**config.mk**
```make
export PLATFORM = sky130hd
export DESIGN_NAME = serial_adder_n_flat
export DESIGN_NICKNAME = d
export VERILOG_FILES = /design/src/rtl/serial_adder_n_if.sv /design/src/rtl/serial_adder_n.sv /design/src/flat_wrapper.sv
export SDC_FILE = /design/constraint.sdc
export NUM_CORES = 1
export LEC_CHECK = 0
export CORE_ASPECT_RATIO = 0.9
export CORE_MARGIN = 5
export CORE_UTILIZATION = 37
export DETAILED_ROUTE_END_ITERATION = 12
export DONT_BUFFER_PORTS = 1
export PLACE_DENSITY = 0.51
export SLEW_MARGIN = 20
export SYNTH_ARGS = -nofsm -noshare
export SYNTH_HDL_FRONTEND = slang
export SYNTH_SLANG_ARGS = --single-unit
export TNS_END_PERCENT = 20
```
**constraint.sdc**
```tcl
create_clock -name i_clk -period 1.73 [get_ports i_clk]
set_input_delay 0.173 -clock i_clk [delete_from_list [all_inputs] [get_ports i_clk]]
set_output_delay 0.173 -clock i_clk [all_outputs]
set_load 0.005 [all_outputs]
```
**src/rtl/serial_adder_n_if.sv**
```systemverilog
// Handshake and operand/result bundle for serial_adder_n.
// The master drives start and operands; the slave (the adder) returns status and result.
interface serial_adder_n_if #(
  parameter int WIDTH = 8
);
  logic             i_start;
  logic [WIDTH-1:0] i_a;
  logic [WIDTH-1:0] i_b;
  logic             i_cin;
  logic             o_busy;
  logic             o_done;
  logic [WIDTH-1:0] o_sum;
  logic             o_cout;

  modport master (
    output i_start, i_a, i_b, i_cin,
    input  o_busy, o_done, o_sum, o_cout
  );

  modport slave (
    input  i_start, i_a, i_b, i_cin,
    output o_busy, o_done, o_sum, o_cout
  );
endinterface

```
**src/rtl/serial_adder_n.sv**
```systemverilog
// Multi-cycle adder: one DIGIT-bit slice reused over WIDTH/DIGIT clocks with a registered carry.
// Handshake is start/busy/done; result and carry-out hold until the next completion.
module serial_adder_n #(
  parameter int WIDTH = 8,
  parameter int DIGIT = 1
) (
  input  logic              i_clk,
  input  logic              i_rst,
  serial_adder_n_if.slave   bus
);

  localparam int N     = WIDTH / DIGIT;
  localparam int CNT_W = (N > 1) ? $clog2(N) : 1;

  localparam logic [1:0] IDLE = 2'd0;
  localparam logic [1:0] RUN  = 2'd1;
  localparam logic [1:0] DONE = 2'd2;

  if (WIDTH < 1 || DIGIT < 1 || (WIDTH % DIGIT) != 0) begin : g_bad_params
    $error("serial_adder_n: DIGIT must be >= 1 and divide WIDTH exactly");
  end

  logic [1:0]       state_q, state_d;
  logic [WIDTH-1:0] a_q, a_d;
  logic [WIDTH-1:0] b_q, b_d;
  logic [WIDTH-1:0] acc_q, acc_d;
  logic             carry_q, carry_d;
  logic [CNT_W-1:0] cnt_q, cnt_d;
  logic             busy_q, busy_d;
  logic             done_q, done_d;
  logic [WIDTH-1:0] sum_q, sum_d;
  logic             cout_q, cout_d;
  logic [DIGIT:0]   digit_sum;

  assign digit_sum = {1'b0, a_q[DIGIT-1:0]} + {1'b0, b_q[DIGIT-1:0]}
                   + {{DIGIT{1'b0}}, carry_q};

  always_comb begin
    // NOTE: every next-state signal gets a default first so no path leaves it unassigned (no latches).
    state_d = state_q;
    a_d     = a_q;
    b_d     = b_q;
    acc_d   = acc_q;
    carry_d = carry_q;
    cnt_d   = cnt_q;
    busy_d  = busy_q;
    done_d  = 1'b0;
    sum_d   = sum_q;
    cout_d  = cout_q;

    case (state_q)
      RUN: begin
        a_d     = a_q >> DIGIT;
        b_d     = b_q >> DIGIT;
        // New digit enters at the top so the LSB digit ends up at bit 0 after N steps.
        acc_d   = (acc_q >> DIGIT) | (WIDTH'(digit_sum[DIGIT-1:0]) << (WIDTH - DIGIT));
        carry_d = digit_sum[DIGIT];
        cnt_d   = cnt_q + 1'b1;
        if (cnt_q == CNT_W'(N - 1)) begin
          state_d = DONE;
          busy_d  = 1'b0;
          done_d  = 1'b1;
          sum_d   = acc_d;
          cout_d  = digit_sum[DIGIT];
          cnt_d   = '0;
        end
      end
      default: begin
        // IDLE and DONE both accept a new request; DONE otherwise falls back to IDLE.
        state_d = IDLE;
        if (bus.i_start) begin
          state_d = RUN;
          a_d     = bus.i_a;
          b_d     = bus.i_b;
          carry_d = bus.i_cin;
          cnt_d   = '0;
          busy_d  = 1'b1;
        end
      end
    endcase
  end

  // NOTE: state registers use non-blocking assignments so every flop samples pre-edge values.
  always_ff @(posedge i_clk) begin
    if (i_rst) begin
      state_q <= IDLE;
      a_q     <= '0;
      b_q     <= '0;
      acc_q   <= '0;
      carry_q <= 1'b0;
      cnt_q   <= '0;
      busy_q  <= 1'b0;
      done_q  <= 1'b0;
      sum_q   <= '0;
      cout_q  <= 1'b0;
    end else begin
      state_q <= state_d;
      a_q     <= a_d;
      b_q     <= b_d;
      acc_q   <= acc_d;
      carry_q <= carry_d;
      cnt_q   <= cnt_d;
      busy_q  <= busy_d;
      done_q  <= done_d;
      sum_q   <= sum_d;
      cout_q  <= cout_d;
    end
  end

  assign bus.o_busy = busy_q;
  assign bus.o_done = done_q;
  assign bus.o_sum  = sum_q;
  assign bus.o_cout = cout_q;

endmodule
```
**src/flat_wrapper.sv**
```systemverilog
// flat-port wrapper written by rule: the top's interface ports become plain ports
module serial_adder_n_flat 
#(
  parameter int WIDTH = 8,
  parameter int DIGIT = 1
)
  (i_clk, i_rst, bus_i_start, bus_i_a, bus_i_b, bus_i_cin, bus_o_busy, bus_o_done, bus_o_sum, bus_o_cout);
  serial_adder_n_if #(.WIDTH(WIDTH)) bus_i ();
  input  logic i_clk;
  input  logic i_rst;
  input wire logic [$bits(bus_i.i_start)-1:0] bus_i_start;
  input wire logic [$bits(bus_i.i_a)-1:0] bus_i_a;
  input wire logic [$bits(bus_i.i_b)-1:0] bus_i_b;
  input wire logic [$bits(bus_i.i_cin)-1:0] bus_i_cin;
  output wire logic [$bits(bus_i.o_busy)-1:0] bus_o_busy;
  output wire logic [$bits(bus_i.o_done)-1:0] bus_o_done;
  output wire logic [$bits(bus_i.o_sum)-1:0] bus_o_sum;
  output wire logic [$bits(bus_i.o_cout)-1:0] bus_o_cout;
  assign bus_i.i_start = bus_i_start;
  assign bus_i.i_a = bus_i_a;
  assign bus_i.i_b = bus_i_b;
  assign bus_i.i_cin = bus_i_cin;
  assign bus_o_busy = bus_i.o_busy;
  assign bus_o_done = bus_i.o_done;
  assign bus_o_sum = bus_i.o_sum;
  assign bus_o_cout = bus_i.o_cout;
  serial_adder_n #(.WIDTH(WIDTH), .DIGIT(DIGIT)) u_core (.i_clk(i_clk), .i_rst(i_rst), .bus(bus_i));
endmodule
```
* After elaboration in Yosys (flattened, before gate mapping)
Index checks and enable logic that the tools add are counted.
** Word-level totals
- Word-level logic and storage cells :: 41
- Input bits :: 20
- Flip-flop bits (word level) :: 41
- Output and inout bits :: 11
** Cells by class
- Add/subtract/negate cells :: 3
- Equality and inequality tests :: 3
- Reduce and logical (&&, ||, !) cells :: 5
- Mux-type cells :: 16
- Bitwise logic cells :: 2
** Operators with widths (number)
- 2-to-1 mux 7 bit :: 4
- 2-to-1 mux 3 bit :: 3
- bitwise OR 7 x 8 -> 8 bit :: 1
- 2-to-1 mux 1 bit :: 7
- 2-to-1 mux 2 bit :: 2
- AND reduction 2 bit :: 2
- OR reduction 2 bit :: 2
- adder 3 x 1 -> 3 bit (second input constant) :: 1
- == test 3 bit (second input constant) :: 1
- adder 1 x 1 -> 2 bit :: 1
- adder 2 x 1 -> 2 bit :: 1
- == test 2 x 1 -> 1 bit (second input constant) :: 1
- != test 2 x 1 -> 1 bit (second input constant) :: 1
- nonzero test 2 bit :: 1
- inverter 1 bit :: 1

* Depth between registers and ports, before layout
- Word-level depth :: 3
- Depth in mapped cells :: 6
- Mapped depth without buffers :: 5

* Least setup slack after synthesis
No wires, ideal clock.
- Kind :: register to register
- From :: register u_core.cnt_q[0]
- To :: register u_core.sum_q[2], in the netlist u_core.bus.o_sum[2]
- Slack :: 469 ps
- Required time :: 1586 ps
- Buffers on the path :: 1
- Stages on the path, launching flop included :: 7
- Library setup time :: 144 ps
- Data arrival time :: 1117 ps
- Cell sequence :: dfxtp_1 ha_1 ha_1 and3b_1 buf_2 nand2_1 a21oi_1
** On the way
- Longest elaborated chain between the ends :: 2
** RTL lines
- start, declared :: line serial_adder_n.sv:28 : logic [CNT_W-1:0] cnt_q, cnt_d;
- start signal, assigned :: line serial_adder_n.sv:102 : cnt_q <= cnt_d;
- == test 3 bit :: line serial_adder_n.sv:59 : if (cnt_q == CNT_W'(N - 1)) begin
- AND reduction 2 bit (no source line)
- end signal, assigned :: line serial_adder_n.sv:105 : sum_q <= sum_d;
- end, declared :: line serial_adder_n.sv:31 : logic [WIDTH-1:0] sum_q, sum_d;
No other way between the ends.
A chain may end at the register's enable or synchronous reset.

* Final worst setup path
- From :: register u_core.cnt_q[0]
- To :: register u_core.busy_q, in the netlist u_core.bus.o_busy
** On the way
- Longest elaborated chain between the ends :: 3
** RTL lines
- == test 3 bit :: line serial_adder_n.sv:59
- != test 2 x 1 -> 1 bit (no source line)
- AND reduction 2 bit (no source line)
- end signal, assigned :: line serial_adder_n.sv:103 : busy_q <= busy_d;
- end, declared :: line serial_adder_n.sv:29 : logic busy_q, busy_d;
No other way between the ends.

==> flow_metrics.py <==
metrics = {
    "clock_tree": {
        "cts.path.max_buffers": 2,
        "h-tree-depth": 2,
        "cts-buffers-inserted": 5,
        "clk_latency_ps": 290,
        "cts_setup_buffers": 0,
        "clk_pin_slew_worst_paths_ps": 80,
        "clock-sinks": 40,
        "tritoncts": "yes",
        "root_buffer": "clkbuf_8",
    },
    "die": {
        "ioPinCount": 31,
        "dieArea_um2": 6000,
        "rows": 23,
        "die_w_um": 81.1,
        "core-area_um2": 4430,
        "die_h_um": 74.0,
        "start_util_pct": 38.0,
    },
    "yosys": {
        "synthCells": 189,
        "synth_seq_cells": 40,
        "synth.area.top_cells": "dfxtp_1 48%, nand2_1 11%, a211oi_2 7.4%",
        "synth_top_area_share_pct": 47.6,
        "synth_seq_area_share_pct": 47.6,
        "yosys.area.top_type": "dfxtp_1",
        "synth.avg_cell_area_um2": 8.90,
        "synth_area_um2": 1680,
        "ys_types": 26,
        "syn-num-nets": 212,
        "yosys_warnings": 0,
    },
    "worst_setup_path": {
        "critPathBufInv": 0,
        "cp_slowest_cell": "dfxtp_1",
        "worstPathRequired_ps": 1920,
        "path_delay_family": "simple AND/OR/NAND/NOR gates",
        "path_depth": 5,
        "cpMostUsedCell": "ha_1",
        "cp.arrival_ps": 1700,
        "crit_path_max_incr_delay_ps": 370,
        "worstPathCellList": "ha_1 > ha_1 > nand3b_1 > a22oi_1 > nor2_1",
        "worstSetupEndpointType": "register",
        "reg2regPathDepth": 5,
        "critPathMaxFanout": 12,
        "start_kind": "register",
        "critical_path_class": "register to register",
    },
    "job": {
        "maxCapViolations": 0,
    },
    "finish": {
        "nets": 207,
        "area_delta_synth_final_pct": 6.84,
        "drive_gt1_share_pct": 16.2,
        "n_antenna_cell": 0,
    },
    "power": {
        "p_int_uw": 1360,
        "peakVddDrop_uv": 465,
        "power.density_nw_per_um2": 1000,
        "power_frac_comb_pct": 9.7,
        "p_seq_share_pct": 54.9,
        "p_sw_share_pct": 24.4,
        "p_leak_uw": 0.000638,
        "p_sw_uw": 440,
        "clkPwrFrac_pct": 35.4,
    },
    "detailed_routing": {
        "vias_per_cell": 5.05,
        "dr.pass1.iters": 4,
        "dr_total_vias": 1248,
        "drt_iter0_drc": 112,
        "remaining_drc_errors": 0,
        "wl_per_cell_um": 13.7,
        "antenna_left": 0,
        "routed_wl_um": 3400,
    },
    "timing": {
        "fin_crit_ps": 1520,
        "relSlewSlack_pct": 67.4,
        "drv_slew": 0,
        "setup_viol": 0,
        "max_freq_ghz": 0.659,
        "setup_tns_ps": 0,
        "hold_ws_ps": 16.7,
        "period_share_pct": 87.7,
        "tightest_slew_ps": 487,
        "finalHoldViolCount": 0,
        "rsz0062_at_grt": "false",
        "finalClockSkew_ps": 4.39,
    },
    "place": {
        "io_buffers": 0,
        "routabilityCongestion": 0.722,
        "hpwlAfterDp_um": 2200,
    },
    "grt": {
        "antenna_found_initial": 0,
        "busiest_layer": "met2",
        "grt_max_degree": 41,
        "grt-ovfl-total": 0,
        "globalRouteMet2Util_pct": 17.6,
        "grt_util_all_layers_pct": 12.3,
        "grt_pass1_vias": 1184,
        "grt_pass1_wl_um": 5570,
        "grt_use_met1_pct": 16.0,
        "met3_usage_pct": 4.84,
    },
    "hold_path": {
        "min_path_type": "input pin to register",
        "hold-path-cell-count": 2,
    },
    "status": {
        "status": "finished clean",
    },
}
## timing repair
action,CTS,global route
hold buffers,1,0
endpoints found under the hold margin,40,0
gates resized for setup,0,0
## cells by family after synthesis
family          count (synthesis)  synth area share (%)
fa+ha+maj                       3                  2.68
mux                             2                  1.19
compound gates                 51                  22.8
simple gates                   77                  18.7
buf+inv                        16                  7.06
flops                          40                  47.6
## layout make-up
cell class                      count  area, um^2
Timing Repair Buffer                3        60.1
Clock buffer                        8        90.1
Sequential cell                    40         801
Multi-Input combinational cell    133         763
Fill cell                         481        2630
Inverter                            1        6.26
Tap cell                           62        77.6
## worst register-to-register path, stage by stage (launching register included)
cell and delay [ps]:
dfxtp_1 370, ha_1 170, ha_1 190, nand3b_1 360
a22oi_1 270, nor2_1 60
## layout by cell type, fill, tap and decap left out, types with 2 or more instances in the layout
cell type  count
ha_1           2
clkbuf_8       6
buf_12         3
nor3_1         2
mux2i_1        2
a21oi_2        9
a211oi_1       6
a211oi_2      10
a21oi_1       24
nand3_1        2
nand2_1       49
dfxtp_1       40
nor2_1        19
clkbuf_1       2
## registers in the layout (all words and copies together) (netlist names)
signal,count
u_core.a_q,8
u_core.b_q,8
u_core.bus.o_sum,8
u_core.acc_q,7
u_core.cnt_q,3
u_core.state_q,2
u_core.bus.o_busy,1
u_core.bus.o_cout,1
u_core.bus.o_done,1
u_core.carry_q,1
## power by group through the flow
stage | sequential [uW] | combinational, uW | clock [uW]
after floorplan | 1000 | 163 | 0
after global placement | 1010 | 153 | 0
after detailed placement | 1010 | 157 | 0
after CTS | 989 | 178 | 662
after global routing | 994 | 196 | 691
final | 989 | 175 | 637
## final timing paths
check / from / to / slack, ps
hold / removal: bus_i_start / u_core.a_q[3]$_SDFFE_PP0P_ / 20
setup reg to reg: u_core.cnt_q[0]$_SDFFE_PP0P_ / u_core.bus.o_busy$_SDFFE_PP0P_ / 210
setup / recovery: u_core.cnt_q[0]$_SDFFE_PP0P_ / u_core.bus.o_busy$_SDFFE_PP0P_ / 210
hold reg to reg: u_core.acc_q[1]$_SDFFE_PP0P_ / u_core.acc_q[1]$_SDFFE_PP0P_ / 460
## synth_stat cells
cell type,count
mux2i_1,2
dfxtp_1,40
nor2b_2,1
nand2b_1,1
buf_1,1
a21oi_1,24
clkbuf_1,4
nand2_1,49
a21oi_2,9
nor4b_1,1
nand3_1,2
nand3b_1,1
fa_1,1
a22oi_1,1
ha_1,2
nor2_1,19
a31oi_1,1
a211oi_1,6
nor3_1,2
buf_4,4
buf_2,2
inv_4,1
and3b_1,1
a211oi_2,10
buf_6,3
buf_12,1
## metrics by stage
| step | util (%) | worst slack, ps | power (uW) | cell area (um^2) | std cells |
|---|---|---|---|---|---|
| floorplan | - | 469 | 1170 | 1680 | 189 |
| global placement | 38.1 | 286 | 1160 | 1690 | 238 |
| detailed placement | 38.1 | 216 | 1170 | 1690 | 238 |
| CTS | 40.6 | 197 | 1830 | 1800 | 247 |
| global route | 40.6 | 91.7 | 1880 | 1800 | 247 |
| finish | 40.6 | 212 | 1800 | 1800 | 247 |
## per-layer routing
metal	wire length [um]	share of wire, %	vias to the layer above
met1	1670	49	589
met2	1440	43	24
met5	0	0	-
met4	44	1.3	0
li1	-	-	630
met3	233	6.9	5
Power figures use the tool's default switching activity.
